## src/rtl/and_chk_pkg.sv

```systemverilog
// Shared types for the AND/ADD response checker: FSM states, op encodings, sample record.
// Also holds the reference function used by the compare stage.
package and_chk_pkg;

  typedef enum logic [1:0] {IDLE, RUN, DRAIN, DONE} chk_state_t;

  localparam logic OP_AND = 1'b0;
  localparam logic OP_ADD = 1'b1;

  typedef struct packed {
    logic [3:0] a;
    logic [3:0] b;
    logic [3:0] y;
  } sample_t;

  // Expected result at 4-bit width; the ADD carry is dropped.
  function automatic logic [3:0] expected_y(input logic op, input logic [3:0] a, input logic [3:0] b);
    logic [4:0] sum;
    sum = {1'b0, a} + {1'b0, b};
    return (op == OP_ADD) ? sum[3:0] : (a & b);
  endfunction

endpackage

```

## src/rtl/chk_fifo.sv

```systemverilog
// Sample FIFO: push writes same cycle, pop_dat shows head combinationally, one-cycle pointer update.
// Pushes while full and pops while empty are ignored; callers gate on full/empty.
module chk_fifo
  import and_chk_pkg::*;
#(
  parameter int  DEPTH = 4,
  parameter type T     = sample_t
) (
  input  logic clk,
  input  logic rst_n,
  input  logic push,
  input  T     push_dat,
  input  logic pop,
  output T     pop_dat,
  output logic full,
  output logic empty
);

  localparam int AW = $clog2(DEPTH);

  T             mem [DEPTH];
  logic [AW:0]  wr_ptr;
  logic [AW:0]  rd_ptr;
  logic         do_push;
  logic         do_pop;

  // Extra pointer MSB distinguishes full from empty when the indices match.
  assign empty   = (wr_ptr == rd_ptr);
  assign full    = (wr_ptr[AW] != rd_ptr[AW]) && (wr_ptr[AW-1:0] == rd_ptr[AW-1:0]);
  assign pop_dat = mem[rd_ptr[AW-1:0]];
  assign do_push = push && !full;
  assign do_pop  = pop && !empty;

  always_ff @(posedge clk) begin
    if (!rst_n) begin
      wr_ptr <= '0;
      rd_ptr <= '0;
    end else begin
      if (do_push) wr_ptr <= wr_ptr + (AW+1)'(1);
      if (do_pop)  rd_ptr <= rd_ptr + (AW+1)'(1);
    end
  end

  always_ff @(posedge clk) begin
    if (do_push) mem[wr_ptr[AW-1:0]] <= push_dat;
  end

endmodule

```

## config.mk

```make
export PLATFORM = sky130hd
export DESIGN_NAME = chk_fifo
export DESIGN_NICKNAME = d
export VERILOG_FILES = /design/src/rtl/and_chk_pkg.sv /design/src/rtl/chk_fifo.sv
export SDC_FILE = /design/constraint.sdc
export NUM_CORES = 1
export LEC_CHECK = 0
export BUFFER_PORTS_ARGS = -buffer_cell sky130_fd_sc_hd__buf_2
export CORE_MARGIN = 5
export CORE_UTILIZATION = 55
export CTS_BUF_LIST = sky130_fd_sc_hd__clkbuf_8
export CTS_CLUSTER_SIZE = 30
export DETAILED_ROUTE_END_ITERATION = 7
export PLACE_DENSITY = 0.8
export SYNTH_ARGS = -nofsm -noshare
export SYNTH_HDL_FRONTEND = slang
export SYNTH_SLANG_ARGS = --single-unit
```

## constraint.sdc

```tcl
create_clock -name clk -period 3.5 [get_ports clk]
set_input_delay 1.05 -clock clk [delete_from_list [all_inputs] [get_ports clk]]
set_output_delay 1.05 -clock clk [all_outputs]
set_load 0.02 [all_outputs]
```

# Yosys cells after proc, flatten, opt, wreduce, memory -nomap -nowiden
# Memories as Yosys holds them, arrays and structs flattened. A register that Yosys moved wholly into a read port is not among the register bits.
# Index checks and enable logic that the tools add are counted.
# word_totals
memories,1
word_cells,17
regBits,6
mem_bits_rw,48
in_bits,16
out_inout_bits,14
# classes
add_sub_neg,2
mux,4
reduce_logical,5
n_eq_ne,3
# memory_table
memory,depth,width,read_ports,rd_ports_with_merged_regs,write_ports,line,text
mem,4,12,1,1,1,chk_fifo.sv:21,T mem [DEPTH];
# ops
operator,count
$add A3 B1 Y3 const B,2
$mux W2,2
$eq A3 B3 Y1,1
$logic_and A1 B1 Y1,3
$eq A2 B2 Y1,1
$logic_not A1 Y1,2
$mux W1,2
$ne A1 B1 Y1,1

# Depth between registers and ports, before layout
# logic_depth
depth_word,6
ltp_mapped,5
depth_no_buf,4

# Worst setup path after synthesis
# No wires, ideal clock.
# synth_timing
path_kind,register to output
startpoint,register with a tool-made name
endpoint,output pop_dat[0] (netlist name)
n_path_buf,1
path_stages_with_launch,3
arrival_time_ps,1279
required_ps,2450
path_slack_ps,1171
cell_sequence,dfxtp_1 > buf_2 > mux4_2
# synth_rtl
element,line,text
end: declaration,chk_fifo.sv:14,"output T pop_dat,"

==> metrics.md <==
| Metric | Value |
|---|---|
| Status | `complete, no violations` |
| Worst-margin pin slew | `approximately 0.65 ns` |
| Static Leakage | `just over 0.9 nW` |
| Initial antenna violation count | `0` |
| R2R depth | `3` |
| First-pass GRT wire length | `approximately 6500 µm` |
| RR Endpoint | `mem[2][2]` |
| Detailed-router iteration count before antenna repair | `4` |
| DP HPWL | `2860 µm` |
| Worst Skew | `~0.0044 ns` |
| Syn_area_per_cell | `approximately 18 µm²` |
| Syn_nets | `~150` |
| Hold Path Stages | `2` |
| Avg Vias per Cell | `5.76` |
| Fin crit period | `approximately 2.9 ns` |
| Htree depth | `2` |
| Clock root buffer | `clkbuf_8` |
| Vias | `1239` |
| VDD IR max | `~380 µV` |
| HP Class | `reg -> reg` |
| Distinct cells, synth | `28` |
| #FFs+latches synth | `56` |
| Fin. Hold Viols | `0` |
| DP Cell Count | `207` |
| Vias in the first global route | `1343` |
| Drt initial violations | `72` |
| Fraction of layout cells with a size suffix above 1 | `0.303` |
| Worst reg-to-reg setup slack | `1.51 ns` |
| CTS tree | `done` |
| Cell accounting for the most synthesized area | `edfxtp_1` |
| Final wirelength | `slightly below 4000 µm` |
| CTS resizes | `0` |
| Hold Path Sink | `wr_ptr[2]` |
| Mapped cell area | `2290 µm²` |
| Post-Syn Instances | `130` |
| Cts-stage hold buffer count | `0` |
| Synth top area share | `0.628` |
| Critical-path cell list | `buf_4 > mux4_2 > buf_2` |
| Power Density | `709 nW/µm²` |
| Post-route setup slack | `0.634 ns` |
| Maxcap violations | `0` |
| Core Area | `4030 µm²` |
| CTS max path bufs | `2` |
| CP Data Arrival Time | `1.82 ns` |
| Seq/Total Area, Yosys | `0.698` |
| Average wire per standard cell | `18.3 µm` |
| GRT Max-Usage Layer | `met2` |
| WP buf/inv | `2` |
| Num CTS Buffers | `5` |
| Met3 usage | `0.0419` |
| Most used DFF post-synth | `edfxtp_1` |
| Top area cells in the synthesized netlist | `edfxtp_1 63%, mux4_2 12%, dfxtp_1 7.0%` |
| WP data required | `2.45 ns` |
| Ys Warns | `0` |
| RSZ-0062 raised after global routing | `false` |
| Worst-skew pair later-pin latency | `0.30 ns` |
| Min Hold Slack | `approximately 0.56 ns` |
| Pre-CTS setup slack | `0.929 ns` |
| Setup crit start kind | `flop` |
| Clk slew on worst S/H paths | `~0.090 ns` |
| Met2 Use GR | `0.281` |
| Fraction of registers with async set/reset | `0` |
| Crit path largest cell delay | `0.55 ns` |
| Final period util | `0.819` |
| Critical Path Fanout Max | `7` |
| Top post-synthesis cells by count | `48 x edfxtp_1, 12 x mux4_2, 8 x dfxtp_1` |
| RR Startpoint | `wr_ptr[1]` |
| Total Routing Usage GR | `0.162` |
| Die width | `roughly 75 µm` |
| Total Nets Final | `about 190` |
| F_max | `approximately 350 MHz` |
| Utilization after layout | `0.639` |
| Port bufs | `29` |
| Fin Setup TNS | `0 ns` |
| Antenna cells | `0` |
| Post-CTS Setup Repair Bufs | `0` |
| Count leader, synth | `edfxtp_1` |
| Routed Antenna Nets | `0` |
| Area grow syn2layout | `12.3%` |
| DIE AREA | `5560 µm²` |
| Grt ovf | `0` |
| Worst Path Class, Setup | `reg -> out` |
| Rel. slew slack | `0.566` |
| Final Max Tran Viols | `0` |
| CP delay by family, top | `flip-flops` |
| Placer Congestion | `between 0.8 and 0.9` |
| # setup viols final | `0` |
| Die height | `74.6 µm` |
| CTS Sinks | `56` |
| I/O Pins | `30` |
| GR Util met1 | `0.196` |
| Row cnt | `23` |
| Worst setup EP type | `primary output` |
| Post-synth EDFFs | `48` |
| Crit path max-delay cell type | `dfxtp_1` |
| Residual DRC | `0` |
| Min-delay src | `wr_ptr[2]` |
| Starting Density | `0.570` |
| Non-filler cells, final | `215` |
| Largest net degree at the start of global routing | `18` |
[worst max path at each step]
stage | cells past startpoint | from | endpoint | slack [ns]
after floorplan | 2 | flop | pop_dat[0] | 1.17
after global placement | 3 | flop | pop_dat[6] | 0.97
after detailed placement | 3 | flop | pop_dat[10] | 0.93
after CTS | 3 | flop | pop_dat[10] | 0.58
after global routing | 3 | flop | pop_dat[10] | 0.47
final | 3 | flop | pop_dat[10] | 0.63
[through the flow]
step	power (W)	cell area, µm²
2_1_floorplan	0.00134	2290
3_3_place_gp	0.00149	2490
3_5_place_dp	0.00152	2490
4_1_cts	0.00185	2580
5_1_grt	0.00193	2580
6_report	0.00183	2580
[worst register-to-register path, stage by stage (launching register included)]
cell	delay, ns
dfxtp_1	0.50
xnor2_1	0.25
a31oi_1	0.29
and2_1	0.59
[power by group]
| part | switching, W | internal [W] | leakage, nW | total, W |
|---|---|---|---|---|
| Combinational | 0.000343 | 0.000229 | 0.359 | 0.000572 |
| Sequential | 0.0000771 | 0.000846 | 0.506 | 0.000923 |
| Clock | 0.000191 | 0.000140 | 0.0460 | 0.000331 |
[routing by layer]
layer | routed length [µm] | part of all wire
met2 | 2110 | 0.54
met3 | 191 | 0.049
met1 | 1570 | 0.40
met5 | 0 | 0
met4 | 64 | 0.016
[registers in the layout (all words and copies together) (netlist names), named ones only]
signal	cells
wr_ptr	3
rd_ptr	3
mem	48
[placed cells by master, fill, tap and decap left out, types with 3 or more instances in the layout]
master	Yosys	final
a211o_1	4	4
and2_1	4	4
buf_2	1	29
clkbuf_8	0	5
dfxtp_1	8	8
edfxtp_1	48	48
ha_1	5	5
inv_1	5	5
mux4_2	12	12
nand2_1	3	3
nand3_1	3	3
nand3b_1	4	4
nor3_1	4	4
o21ai_0	4	4
xnor2_1	3	3
xor2_1	3	3
[cells by family (layout without fill, tap and decap cells)]
group,Yosys count,count (layout),share of synthesized area
buffers and inverters,9,44,0.0202
AO/OA/AOI/OAI,18,18,0.0551
multiplexers,12,12,0.118
XOR/XNOR,6,6,0.0229
AND/OR/NAND/NOR,24,24,0.0589
adder cells (fa/ha/maj),5,5,0.0273
flip-flops,56,56,0.698
[final cells by class]
type / count / area (µm²)
Clock buffer: 5 / 68.8
Clock inverter: 3 / 17.5
Timing Repair Buffer: 31 / 160
Tap cell: 50 / 62.6
Sequential cell: 56 / 1600
Fill cell: 302 / 1450
Multi-Input combinational cell: 65 / 647
Inverter: 5 / 18.8
Power figures use the tool's default switching activity.
